$ cat config.mk
export PLATFORM = sky130hd
export DESIGN_NAME = fp_normalizer_flat
export DESIGN_NICKNAME = d
export VERILOG_FILES = /design/src/rtl/fp_normalizer_pkg.sv /design/src/rtl/fp_normalizer_if.sv /design/src/rtl/fp_normalizer_priority_encoder.sv /design/src/rtl/fp_normalizer.sv /design/src/flat_wrapper.sv
export SDC_FILE = /design/constraint.sdc
export NUM_CORES = 1
export LEC_CHECK = 0
export ABC_AREA = 0
export CORE_MARGIN = 8
export CORE_UTILIZATION = 49
export DETAILED_ROUTE_END_ITERATION = 8
export HOLD_SLACK_MARGIN = 0.06
export PLACE_DENSITY = 0.71
export SETUP_SLACK_MARGIN = 0.1
export SYNTH_ARGS = -nofsm -noshare
export SYNTH_HDL_FRONTEND = slang
export SYNTH_SLANG_ARGS = --single-unit
$ cat constraint.sdc
create_clock -name clock -period 5.01 [get_ports clock]
set_input_delay 0.7515 -clock clock [delete_from_list [all_inputs] [get_ports clock]]
set_output_delay 0.7515 -clock clock [all_outputs]
set_load 0.03 [all_outputs]
$ cat src/rtl/fp_normalizer_pkg.sv
// Shared widths and stage record types for the two-stage FPU post-normalizer.
// Optional build macro FP_NORMALIZER_DENORM_EN is consumed by fp_normalizer.
package fp_pkg;

    localparam int NORM_W     = 28;
    localparam int NORM_EXP_W = 10;
    localparam int HIDDEN_POS = NORM_W - 2;
    localparam int IDX_W      = $clog2(NORM_W);

    typedef struct packed {
        logic [NORM_W-1:0]            mant;
        logic signed [NORM_EXP_W-1:0] exp;
        logic [IDX_W-1:0]             idx;
        logic                         empty;
    } norm_stage1_t;

    typedef struct packed {
        logic [NORM_W-1:0]            mant;
        logic signed [NORM_EXP_W-1:0] exp;
        logic                         sticky;
        logic                         zero;
        logic                         tiny;
    } norm_result_t;

endpackage

$ cat src/rtl/fp_normalizer_if.sv
// Valid/ready handshake bundle for fp_normalizer; master is the upstream/downstream
// environment, slave is the normalizer itself.
interface fp_normalizer_if #(
    parameter int W     = 28,
    parameter int EXP_W = 10
);
    logic             valid_in;
    logic             ready_out;
    logic [W-1:0]     mant_in;
    logic [EXP_W-1:0] exp_in;
    logic             valid_out;
    logic             ready_in;
    logic [W-1:0]     mant_out;
    logic [EXP_W-1:0] exp_out;
    logic             sticky_out;
    logic             zero_out;
    logic             tiny_out;

    modport master (
        output valid_in, mant_in, exp_in, ready_in,
        input  ready_out, valid_out, mant_out, exp_out, sticky_out, zero_out, tiny_out
    );

    modport slave (
        input  valid_in, mant_in, exp_in, ready_in,
        output ready_out, valid_out, mant_out, exp_out, sticky_out, zero_out, tiny_out
    );
endinterface

$ cat src/rtl/fp_normalizer_priority_encoder.sv
// Combinational leading-one detector: idx is the position of the most significant
// set bit of vec, found is low when vec is all zeros.
module priority_encoder #(
    parameter int N     = 28,
    parameter int IDX_W = $clog2(N)
) (
    input  logic [N-1:0]     vec,
    output logic [IDX_W-1:0] idx,
    output logic             found
);

    // Ascending scan so the highest set bit is the last one written.
    always_comb begin
        idx   = '0;
        found = 1'b0;
        for (int i = 0; i < N; i++) begin
            if (vec[i]) begin
                idx   = IDX_W'(i);
                found = 1'b1;
            end
        end
    end

endmodule

$ cat src/rtl/fp_normalizer.sv
// Two-stage post-arithmetic mantissa normalizer with valid/ready flow control.
// Build macro FP_NORMALIZER_DENORM_EN clamps left shifts so the exponent stays >= 1.
module fp_normalizer
    import fp_pkg::*;
#(
    parameter int W     = NORM_W,
    parameter int EXP_W = NORM_EXP_W
) (
    input logic            clock,
    input logic            reset,
    fp_normalizer_if.slave bus
);

    norm_stage1_t     s1_q, s1_d;
    norm_result_t     s2_q, s2_d;
    logic             s1_valid, s2_valid;
    logic             s1_adv, s2_adv;
    logic [IDX_W-1:0] enc_idx;
    logic             enc_found;
    logic [IDX_W-1:0] sh;
`ifdef FP_NORMALIZER_DENORM_EN
    logic signed [EXP_W-1:0] exp_m1;
`endif

    assign s2_adv        = ~s2_valid | bus.ready_in;
    assign s1_adv        = ~s1_valid | s2_adv;
    assign bus.ready_out = s1_adv;

    priority_encoder #(.N(W), .IDX_W(IDX_W)) u_penc (
        .vec   (bus.mant_in),
        .idx   (enc_idx),
        .found (enc_found)
    );

    always_comb begin
        s1_d.mant  = bus.mant_in;
        s1_d.exp   = bus.exp_in;
        s1_d.idx   = enc_idx;
        s1_d.empty = ~enc_found;
    end

    always_comb begin
        s2_d = '0;
        sh   = '0;
`ifdef FP_NORMALIZER_DENORM_EN
        exp_m1 = s1_q.exp - EXP_W'(1);
`endif
        if (s1_q.empty) begin
            s2_d.zero = 1'b1;
        end else if (s1_q.idx == IDX_W'(W-1)) begin
            s2_d.mant   = s1_q.mant >> 1;
            s2_d.exp    = s1_q.exp + EXP_W'(1);
            s2_d.sticky = s1_q.mant[0];
        end else begin
            // idx == HIDDEN_POS yields sh = 0, which is the pass-through case.
            sh = IDX_W'(HIDDEN_POS) - s1_q.idx;
`ifdef FP_NORMALIZER_DENORM_EN
            if ($signed(s1_q.exp) < 2)
                sh = '0;
            else if ($unsigned(exp_m1) < EXP_W'(sh))
                sh = IDX_W'($unsigned(exp_m1));
`endif
            s2_d.mant = s1_q.mant << sh;
            s2_d.exp  = s1_q.exp - EXP_W'(sh);
        end
        s2_d.tiny = ~s1_q.empty & (($signed(s2_d.exp) <= 0) | ~s2_d.mant[HIDDEN_POS]);
    end

    always_ff @(posedge clock) begin
        if (reset) begin
            s1_valid <= 1'b0;
            s2_valid <= 1'b0;
            s1_q     <= '0;
            s2_q     <= '0;
        end else begin
            if (s1_adv) begin
                s1_valid <= bus.valid_in;
                s1_q     <= s1_d;
            end
            if (s2_adv) begin
                s2_valid <= s1_valid;
                s2_q     <= s2_d;
            end
        end
    end

    assign bus.valid_out  = s2_valid;
    assign bus.mant_out   = s2_q.mant;
    assign bus.exp_out    = s2_q.exp;
    assign bus.sticky_out = s2_q.sticky;
    assign bus.zero_out   = s2_q.zero;
    assign bus.tiny_out   = s2_q.tiny;

endmodule

$ cat src/flat_wrapper.sv
// flat-port wrapper written by rule: the top's interface ports become plain ports
module fp_normalizer_flat import fp_pkg::*;
#(
    parameter int W     = NORM_W,
    parameter int EXP_W = NORM_EXP_W
)
  (clock, reset, bus_valid_in, bus_mant_in, bus_exp_in, bus_ready_in, bus_ready_out, bus_valid_out, bus_mant_out, bus_exp_out, bus_sticky_out, bus_zero_out, bus_tiny_out);
  fp_normalizer_if #(.W(W), .EXP_W(EXP_W)) bus_i ();
  input logic clock;
  input logic reset;
  input wire logic [$bits(bus_i.valid_in)-1:0] bus_valid_in;
  input wire logic [$bits(bus_i.mant_in)-1:0] bus_mant_in;
  input wire logic [$bits(bus_i.exp_in)-1:0] bus_exp_in;
  input wire logic [$bits(bus_i.ready_in)-1:0] bus_ready_in;
  output wire logic [$bits(bus_i.ready_out)-1:0] bus_ready_out;
  output wire logic [$bits(bus_i.valid_out)-1:0] bus_valid_out;
  output wire logic [$bits(bus_i.mant_out)-1:0] bus_mant_out;
  output wire logic [$bits(bus_i.exp_out)-1:0] bus_exp_out;
  output wire logic [$bits(bus_i.sticky_out)-1:0] bus_sticky_out;
  output wire logic [$bits(bus_i.zero_out)-1:0] bus_zero_out;
  output wire logic [$bits(bus_i.tiny_out)-1:0] bus_tiny_out;
  assign bus_i.valid_in = bus_valid_in;
  assign bus_i.mant_in = bus_mant_in;
  assign bus_i.exp_in = bus_exp_in;
  assign bus_i.ready_in = bus_ready_in;
  assign bus_ready_out = bus_i.ready_out;
  assign bus_valid_out = bus_i.valid_out;
  assign bus_mant_out = bus_i.mant_out;
  assign bus_exp_out = bus_i.exp_out;
  assign bus_sticky_out = bus_i.sticky_out;
  assign bus_zero_out = bus_i.zero_out;
  assign bus_tiny_out = bus_i.tiny_out;
  fp_normalizer #(.W(W), .EXP_W(EXP_W)) u_core (.clock(clock), .reset(reset), .bus(bus_i));
endmodule
==> results of run 1 <==
power by group through the flow:
stage	clock network [mW]	registers, mW	logic (mW)
final	0.471	0.795	0.588
after global routing	0.514	0.801	0.635
after CTS	0.484	0.793	0.585
after detailed placement	0	0.810	0.583
after global placement	0	0.807	0.579
after floorplan	0	0.852	0.338
final cells by class:
cell class,instances,share of cell area (%)
clock inverters,1,0.479
flip-flops and latches,87,27.8
well taps,136,2.71
inverters,18,1.08
multi-input cells,523,51.1
repair buffers,94,14.5
clock buffers,13,2.37
per-stage QoR:
step,hold slack (ns),utilization [%]
finish,0.450,60.8
global route,0.479,60.8
CTS,0.455,60.8
detailed placement,0.445,59.0
global placement,0.440,59.0
floorplan,0.432,-
final timing paths:
| kind | startpoint | end | slack, ns |
|---|---|---|---|
| worst min register to register | u_core.bus.mant_out[27]$_SDFFE_PP0P_ | u_core.bus.mant_out[27]$_SDFFE_PP0P_ | 0.45 |
| worst max-delay path | u_core.s1_q[2]$_SDFFE_PP0P_ | u_core.bus.tiny_out$_SDFFE_PP0P_ | 1.41 |
| worst max register to register | u_core.s1_q[2]$_SDFFE_PP0P_ | u_core.bus.tiny_out$_SDFFE_PP0P_ | 1.41 |
| worst min-delay path | u_core.bus.mant_out[27]$_SDFFE_PP0P_ | u_core.bus.mant_out[27]$_SDFFE_PP0P_ | 0.45 |
logic make-up after synthesis:
logic type	share of synthesized area [%]
flops	33.3
buf+inv	5.39
xor+xnor	1.96
compound gates	22.5
mux	11.9
fa+ha+maj	2.06
simple gates	22.9
registers in the layout, summed over array words and instances (netlist names):
register and cells:
u_core.s1_q 44, u_core.bus.mant_out 28, u_core.bus.exp_out 10, u_core.bus.sticky_out 1
u_core.bus.tiny_out 1, u_core.bus.valid_out 1, u_core.bus.zero_out 1, u_core.s1_valid 1
routing by layer:
metal	track usage (%)	vias up
met3	5.48	15
met5	0	-
met2	32.4	221
li1	-	2554
met1	33.0	2460
met4	5.53	0
synthesized netlist by cell type (3+ instances only):
library cell / count
buf_2: 9
dfxtp_1: 87
buf_1: 7
a22oi_1: 14
and3_1: 3
or4_1: 3
xnor2_1: 4
nor4_1: 11
ha_1: 7
mux4_2: 9
xor2_1: 4
nor2_1: 63
a211oi_1: 11
a31oi_1: 10
nor3_1: 18
a21oi_1: 74
o21ai_1: 4
mux2i_1: 24
nand3_1: 11
nor2b_1: 9
nand4_1: 3
nand2b_1: 3
o21ai_0: 22
o211ai_1: 7
a222oi_1: 17
o22ai_1: 9
nand2_1: 135
clkbuf_1: 31
mux2_2: 13
inv_1: 15
worst reg2reg max path: stages, from the launching register on:
cell and delay [ns]:
dfxtp_1 0.34, ha_1 0.23, o21ai_1 0.20, xor2_2 0.40
inv_1 0.43, ha_1 0.48, and3_1 0.17, a21oi_1 0.19
nand2_1 0.08, o32ai_1 0.27, mux2_2 0.39, nor4_1 0.19
o31a_1 0.18
==> results_dict.tcl, run 1 <==
set metrics [dict create \
    synth_cell_types 62 \
    grt_pass1_vias 4939 \
    r2r_cells 12 \
    first_pass_iters 7 \
    place_ws_ns 1.46 \
    path_class "register to register" \
    start_util_pct 50.6 \
    drv_cap 0 \
    fin_crit_sh_pct 71.9 \
    h-tree-depth 3 \
    fin_ws_ns 1.41 \
    nNetsFinal 783 \
    ctsResizeCount 0 \
    p_switching_mw 0.623 \
    dr.first_iter.drc_count 573 \
    wl_per_cell_um 18.7 \
    cts-root-buf "clkbuf_8" \
    critPathMaxStageDelay_ns 0.47 \
    synthFlopType "dfxtp_1" \
    async_flop_share_pct 0 \
    timing.critical_path.from_type "register" \
    seq_area_sq_um 1740 \
    finalSetupTns_ns 0 \
    via_per_inst 6.02 \
    cpMaxStageDelayCell "ha_1" \
    wirelength_um 16300 \
    power.density_nw_per_um2 296 \
    rows 37 \
    leakage_nw 2.39 \
    ys_seq_elements 87 \
    core_area_sq_um 10300 \
    die_h_um 119 \
    layout_common_cells "nand2_1 (135), dfxtp_1 (87), clkdlybuf4s50_1 (83)" \
    met1_length_um 7880 \
    dp_cells 858 \
    rsz0062_at_grt "false" \
    vdd.ir_drop.worst_mv 0.149 \
    min_path_cells 2 \
    fin_area_sq_um 6270 \
    clkSinkCount 87 \
    final_antenna_net_count 0 \
    post-dp-hpwl_um 12400 \
    end_kind "register" \
    n_antenna_cell 0 \
    total_power_mw 1.85 \
    num_vias 5250 \
    p_seq_share_pct 42.9 \
    syn_area_sq_um 5220 \
    io_pins 85 \
    grt_antenna_before_repair 0 \
    gp_congestion 0.945 \
    synth_area_leaders "dfxtp_1 (33%), nand2_1 (9.7%), a21oi_1 (7.1%)" \
    portBuffers 84 \
    hold_viol_final 0 \
    cts_setup_buffers 0 \
    switching_share_pct 33.6 \
    die_w_um 119 \
    netlist.area_leader.share_pct 33.3 \
    setup_violations 0 \
    final_common_cell "nand2_1" \
    internal_power_mw 1.23 \
    critPathRequiredTime_ns 5.32 \
    clkLatencyLatePin_ns 0.36 \
    tightest_slew_ns 0.790 \
    synth_edf_count 0 \
    fin_worst_skew_ns 0.00727 \
    dr_wl_met2_um 6820 \
    highest_layer "met4" \
    n_fill_cell 956 \
    critical_path_buf_inv_count 1 \
    cts_buffer_depth 2 \
    status "completed" \
    power_frac_clock_pct 25.4 \
    drc 0 \
    yosysTopAreaCell "dfxtp_1" \
    dpl_cell_area_sq_um 6090 \
    die-area_sq_um 14200 \
    final_max_slew_viol_count 0 \
    hold_buffers 0 \
    overflow 0 \
    crit_arrival_ns 3.91 \
    fin_cells 872 \
    path_cells "ha_1, o21ai_1, xor2_2, inv_1, ha_1, and3_1, a21oi_1, nand2_1, o32ai_1, mux2_2, nor4_1, o31a_1" \
    met3_length_um 1410 \
    syn_avg_cell_area_sq_um 7.70 \
    path_common_cell "ha_1" \
    grt_max_degree 56 \
    layout-drive-gt1-share_pct 7.47 \
    relSlewSlack_pct 47.1 \
    ys_seq_area_share_pct 33.3 \
    path_depth 12 \
    multi_input_area_sq_um 3200 \
    cts_tree "done" \
    syn-num-nets 728 \
    syn2layout_area_growth_pct 20.1 \
    combPwrFrac_pct 31.7 \
    hold_path_class "register to register" \
    period_needed_ns 3.60 \
    crit_fanout 21 \
    max_freq_mhz 278 \
    synth_cells 678 \
    crit_family "compound AO/OA/AOI/OAI gates" \
    yosysWarnings 0 \
    cts_buffers 9 \
    grt_pass1_wl_um 26300 \
    track_usage_pct 22.6 \
    clk_pin_slew_worst_paths_ns 0.08 \
]
(Power assumes the default switching activity.)
==> run 2, diff against run 1 <==
- clock period: 5.01 -> 3.4 ns (I/O delays scaled with it)
==> results_dict.tcl, run 2 (synthesis results as in run 1) <==
set metrics [dict create \
    drv_cap 0 \
    total_power_mw 2.82 \
    cts_setup_buffers 0 \
    fin_cells 880 \
    largest_register_ffs 44 \
    rsz0062_at_grt "false" \
    wirelength_um 16100 \
    h-tree-depth 3 \
    grt_pass1_wl_um 26000 \
    final_common_cell "nand2_1" \
    hold_path_class "register to register" \
    die-area_sq_um 14200 \
    crit_arrival_ns 3.19 \
    crit_fanout 5 \
    rows 37 \
    n_antenna_cell 0 \
    path_class "register to register" \
    portBuffers 84 \
    fin_crit_sh_pct 84.9 \
    nNetsFinal 790 \
    tightest_slew_ns 0.766 \
    internal_power_mw 1.88 \
    clk_pin_slew_worst_paths_ns 0.09 \
    switching_share_pct 33.3 \
    grt_pass1_vias 5103 \
    power_frac_clock_pct 27.3 \
    setup_violations 0 \
    combPwrFrac_pct 31.1 \
    grt_max_degree 89 \
    layout-drive-gt1-share_pct 8.87 \
    post-dp-hpwl_um 12000 \
    core_area_sq_um 10300 \
    syn2layout_area_growth_pct 21.9 \
    top_register "u_core.s1_q" \
    grt_antenna_before_repair 0 \
    drc 0 \
    fin_worst_skew_ns 0.00581 \
    overflow 0 \
    end_kind "register" \
    die_w_um 119 \
    status "completed" \
    start_util_pct 50.6 \
    die_h_um 119 \
    power.density_nw_per_um2 443 \
    p_switching_mw 0.939 \
    track_usage_pct 22.2 \
    vdd.ir_drop.worst_mv 0.211 \
    final_antenna_net_count 0 \
    relSlewSlack_pct 48.5 \
    finalSetupTns_ns 0 \
    critPathRequiredTime_ns 3.71 \
    post-route-util_pct 61.7 \
    ctsResizeCount 0 \
    final_max_slew_viol_count 0 \
    fin_area_sq_um 6370 \
    dp_cells 865 \
    dr.first_iter.drc_count 608 \
    hold_viol_final 0 \
    max_freq_mhz 347 \
    wl_per_cell_um 18.3 \
    cts_buffer_depth 2 \
    period_needed_ns 2.88 \
    clkLatencyLatePin_ns 0.35 \
    io_pins 85 \
    leakage_nw 2.44 \
    cts_buffers 9 \
    cts_tree "done" \
    timing.critical_path.from_type "register" \
    num_vias 5379 \
    via_per_inst 6.11 \
    layout_common_cells "nand2_1 (135), dfxtp_1 (87), clkdlybuf4s50_1 (83)" \
    hold_buffers 0 \
    p_seq_share_pct 41.6 \
    cts-root-buf "clkbuf_8" \
    clkSinkCount 87 \
    gp_congestion 0.967 \
    first_pass_iters 7 \
    dpl_cell_area_sq_um 6160 \
]
## run 2: final cells by class
class / instances / area [sq um]
clock buffer: 9 / 124
clock inverter: 6 / 86.3
fill: 942 / 3960
inverter: 18 / 67.6
multi-input combinational: 523 / 3200
sequential: 87 / 1740
tap: 136 / 170
timing repair buffer: 101 / 976
## run 2: path summary, 6_finish.rpt
path                                                            from                                   end  slack (ns)  depth (start not counted)
worst max-delay path                     u_core.s1_q[1]$_SDFFE_PP0P_      u_core.bus.tiny_out$_SDFFE_PP0P_        0.52                         12
worst min-delay path            u_core.bus.mant_out[27]$_SDFFE_PP0P_  u_core.bus.mant_out[27]$_SDFFE_PP0P_        0.45                          2
worst max register to register           u_core.s1_q[1]$_SDFFE_PP0P_      u_core.bus.tiny_out$_SDFFE_PP0P_        0.52                         12
worst min register to register  u_core.bus.mant_out[27]$_SDFFE_PP0P_  u_core.bus.mant_out[27]$_SDFFE_PP0P_        0.45                          2
## run 2: power by group through the flow
| stage | combinational [mW] | clock [mW] | sequential (mW) |
|---|---|---|---|
| 6_report | 0.877 | 0.770 | 1.17 |
| 5_1_grt | 0.949 | 0.836 | 1.18 |
| 3_5_place_dp | 0.867 | 0 | 1.19 |
| 3_3_place_gp | 0.857 | 0 | 1.19 |
| 2_1_floorplan | 0.498 | 0 | 1.25 |
| 4_1_cts | 0.871 | 0.784 | 1.17 |
## run 2: metal layers
layer	global-route usage, %	vias up	part of all wire, %
met5	0	-	0
met4	6.40	0	1.7
met3	6.28	22	11
met2	32.9	261	44
met1	30.8	2517	44
li1	-	2579	-
## run 2: stage by stage
| stage | hold slack, ns | worst slack, ns |
|---|---|---|
| floorplan | 0.432 | 0.245 |
| global placement | 0.439 | 0.619 |
| detailed placement | 0.446 | 0.556 |
| CTS | 0.458 | 0.528 |
| global route | 0.476 | 0.355 |
| finish | 0.453 | 0.515 |
## run 2: worst max-delay path, stage by stage (launching register included)
cell	delay [ns]
dfxtp_1	0.34
ha_1	0.26
o21ai_1	0.24
xor2_2	0.18
inv_1	0.08
ha_1	0.34
and3_1	0.16
a21oi_1	0.18
nand2_1	0.08
o32ai_1	0.27
mux2_2	0.39
nor4_1	0.17
o31a_1	0.16
==> run 3, diff against run 2 <==
- clock period: 3.4 -> 2.75 ns (I/O delays scaled with it)
==> results_dict.tcl, run 3 (synthesis results as in run 1) <==
set metrics [dict create \
    fin_worst_skew_ns 0.0106 \
    status "completed" \
    drv_cap 0 \
    hold_path_class "register to register" \
    layout-drive-gt1-share_pct 13.3 \
    rows 37 \
    core_area_sq_um 10300 \
    r2r_slack_ns 0.12 \
    grt_antenna_before_repair 0 \
    n_fill_cell 927 \
    tightest_slew_ns 0.541 \
    dr.first_iter.drc_count 406 \
    end_kind "register" \
    drc 0 \
    cts_tree "done" \
    timing.critical_path.from_type "register" \
    nNetsFinal 810 \
    final_common_cell "nand2_1" \
    start_util_pct 50.6 \
    top_register "u_core.s1_q" \
    grt_pass1_vias 5081 \
    io_pins 85 \
    via_per_inst 6.02 \
    clkSinkCount 87 \
    num_vias 5423 \
    h-tree-depth 3 \
    place_ws_ns 0.0862 \
    clkLatencyLatePin_ns 0.36 \
    post-dp-hpwl_um 12600 \
    largest_register_ffs 44 \
    setup_violations 0 \
    n_antenna_cell 0 \
    max_freq_mhz 380 \
    final_max_slew_viol_count 0 \
    power.density_nw_per_um2 555 \
    final_antenna_net_count 0 \
    hold_buffers 0 \
    total_power_mw 3.71 \
    die_w_um 119 \
    grt_max_degree 46 \
    cts_buffer_depth 2 \
    overflow 0 \
    post-route-util_pct 64.8 \
    wl_per_cell_um 18.9 \
    track_usage_pct 23.1 \
    leakage_nw 2.57 \
    critPathRequiredTime_ns 3.06 \
    die_h_um 119 \
    crit_fanout 3 \
    period_needed_ns 2.63 \
    path_class "register to register" \
    cts-root-buf "clkbuf_8" \
    crit_arrival_ns 2.94 \
    cts_buffers 9 \
    clk_pin_slew_worst_paths_ns 0.09 \
    vdd.ir_drop.worst_mv 0.293 \
    fin_crit_sh_pct 95.7 \
    layout_common_cells "nand2_1 (135), dfxtp_1 (84), clkdlybuf4s50_1 (83)" \
    portBuffers 84 \
    gp_congestion 0.918 \
    rsz0062_at_grt "true" \
    grt_pass1_wl_um 26800 \
    hold_viol_final 0 \
    syn2layout_area_growth_pct 28.1 \
    relSlewSlack_pct 63.6 \
    wirelength_um 17000 \
    die-area_sq_um 14200 \
    fin_ws_ns 0.119 \
    first_pass_iters 6 \
]
## run 3: cell type report
cell class | instances | area, sq um | area share, %
Tap cell | 136 | 170 | 2.54
Clock inverter | 6 | 109 | 1.63
Clock buffer | 10 | 128 | 1.91
Timing Repair Buffer | 121 | 1140 | 17.1
Multi-Input combinational cell | 523 | 3330 | 49.7
Sequential cell | 87 | 1750 | 26.1
Inverter | 18 | 67.6 | 1.01
## run 3: per-stage QoR
step	instance area, sq um	hold slack, ns	std cells	setup TNS, ns
floorplan	5340	0.432	678	-0.00974
global placement	6350	0.438	877	0
detailed placement	6350	0.451	877	0
CTS	6590	0.460	893	0
global route	6690	0.490	901	-0.0312
finish	6690	0.459	901	0
## run 3: where the power goes
group / switching [mW] / total, mW / internal [mW]
sequential: 0.0980 / 1.45 / 1.35
clock: 0.469 / 1.07 / 0.604
combinational: 0.647 / 1.19 / 0.540
total: 1.21 / 3.71 / 2.50
## run 3: critical path, stage by stage, from the launching register on
cell      delay, ns
dfxtp_2        0.34
buf_4          0.14
a21oi_4        0.16
xor2_4         0.17
inv_2          0.07
ha_4           0.16
or2_2          0.30
o211ai_1       0.24
buf_4          0.15
a21oi_2        0.04
mux2i_1        0.22
o21ai_1        0.11
nor4_2         0.26
o31a_1         0.18
## run 3: metal layers
| metal | vias to the layer above | global-route usage (%) | wire [um] |
|---|---|---|---|
| met5 | - | 0 | 0 |
| met2 | 230 | 33.0 | 7350 |
| met4 | 0 | 7.83 | 251 |
| met1 | 2564 | 33.3 | 7890 |
| li1 | 2610 | - | - |
| met3 | 19 | 5.43 | 1500 |
## run 3: final timing paths
path,end,cells past startpoint,startpoint
setup / recovery,u_core.bus.tiny_out$_SDFFE_PP0P_,13,u_core.s1_q[2]$_SDFFE_PP0P_
hold / removal,u_core.bus.exp_out[4]$_SDFFE_PP0P_,2,u_core.bus.exp_out[4]$_SDFFE_PP0P_
setup reg to reg,u_core.bus.tiny_out$_SDFFE_PP0P_,13,u_core.s1_q[2]$_SDFFE_PP0P_
hold reg to reg,u_core.bus.exp_out[4]$_SDFFE_PP0P_,2,u_core.bus.exp_out[4]$_SDFFE_PP0P_
## run 3: repair_timing
action,CTS,global route
pin swaps,0,6
endpoints found under the setup margin,1,5
setup buffers,0,7
resized for setup,1,8
cloned,0,1
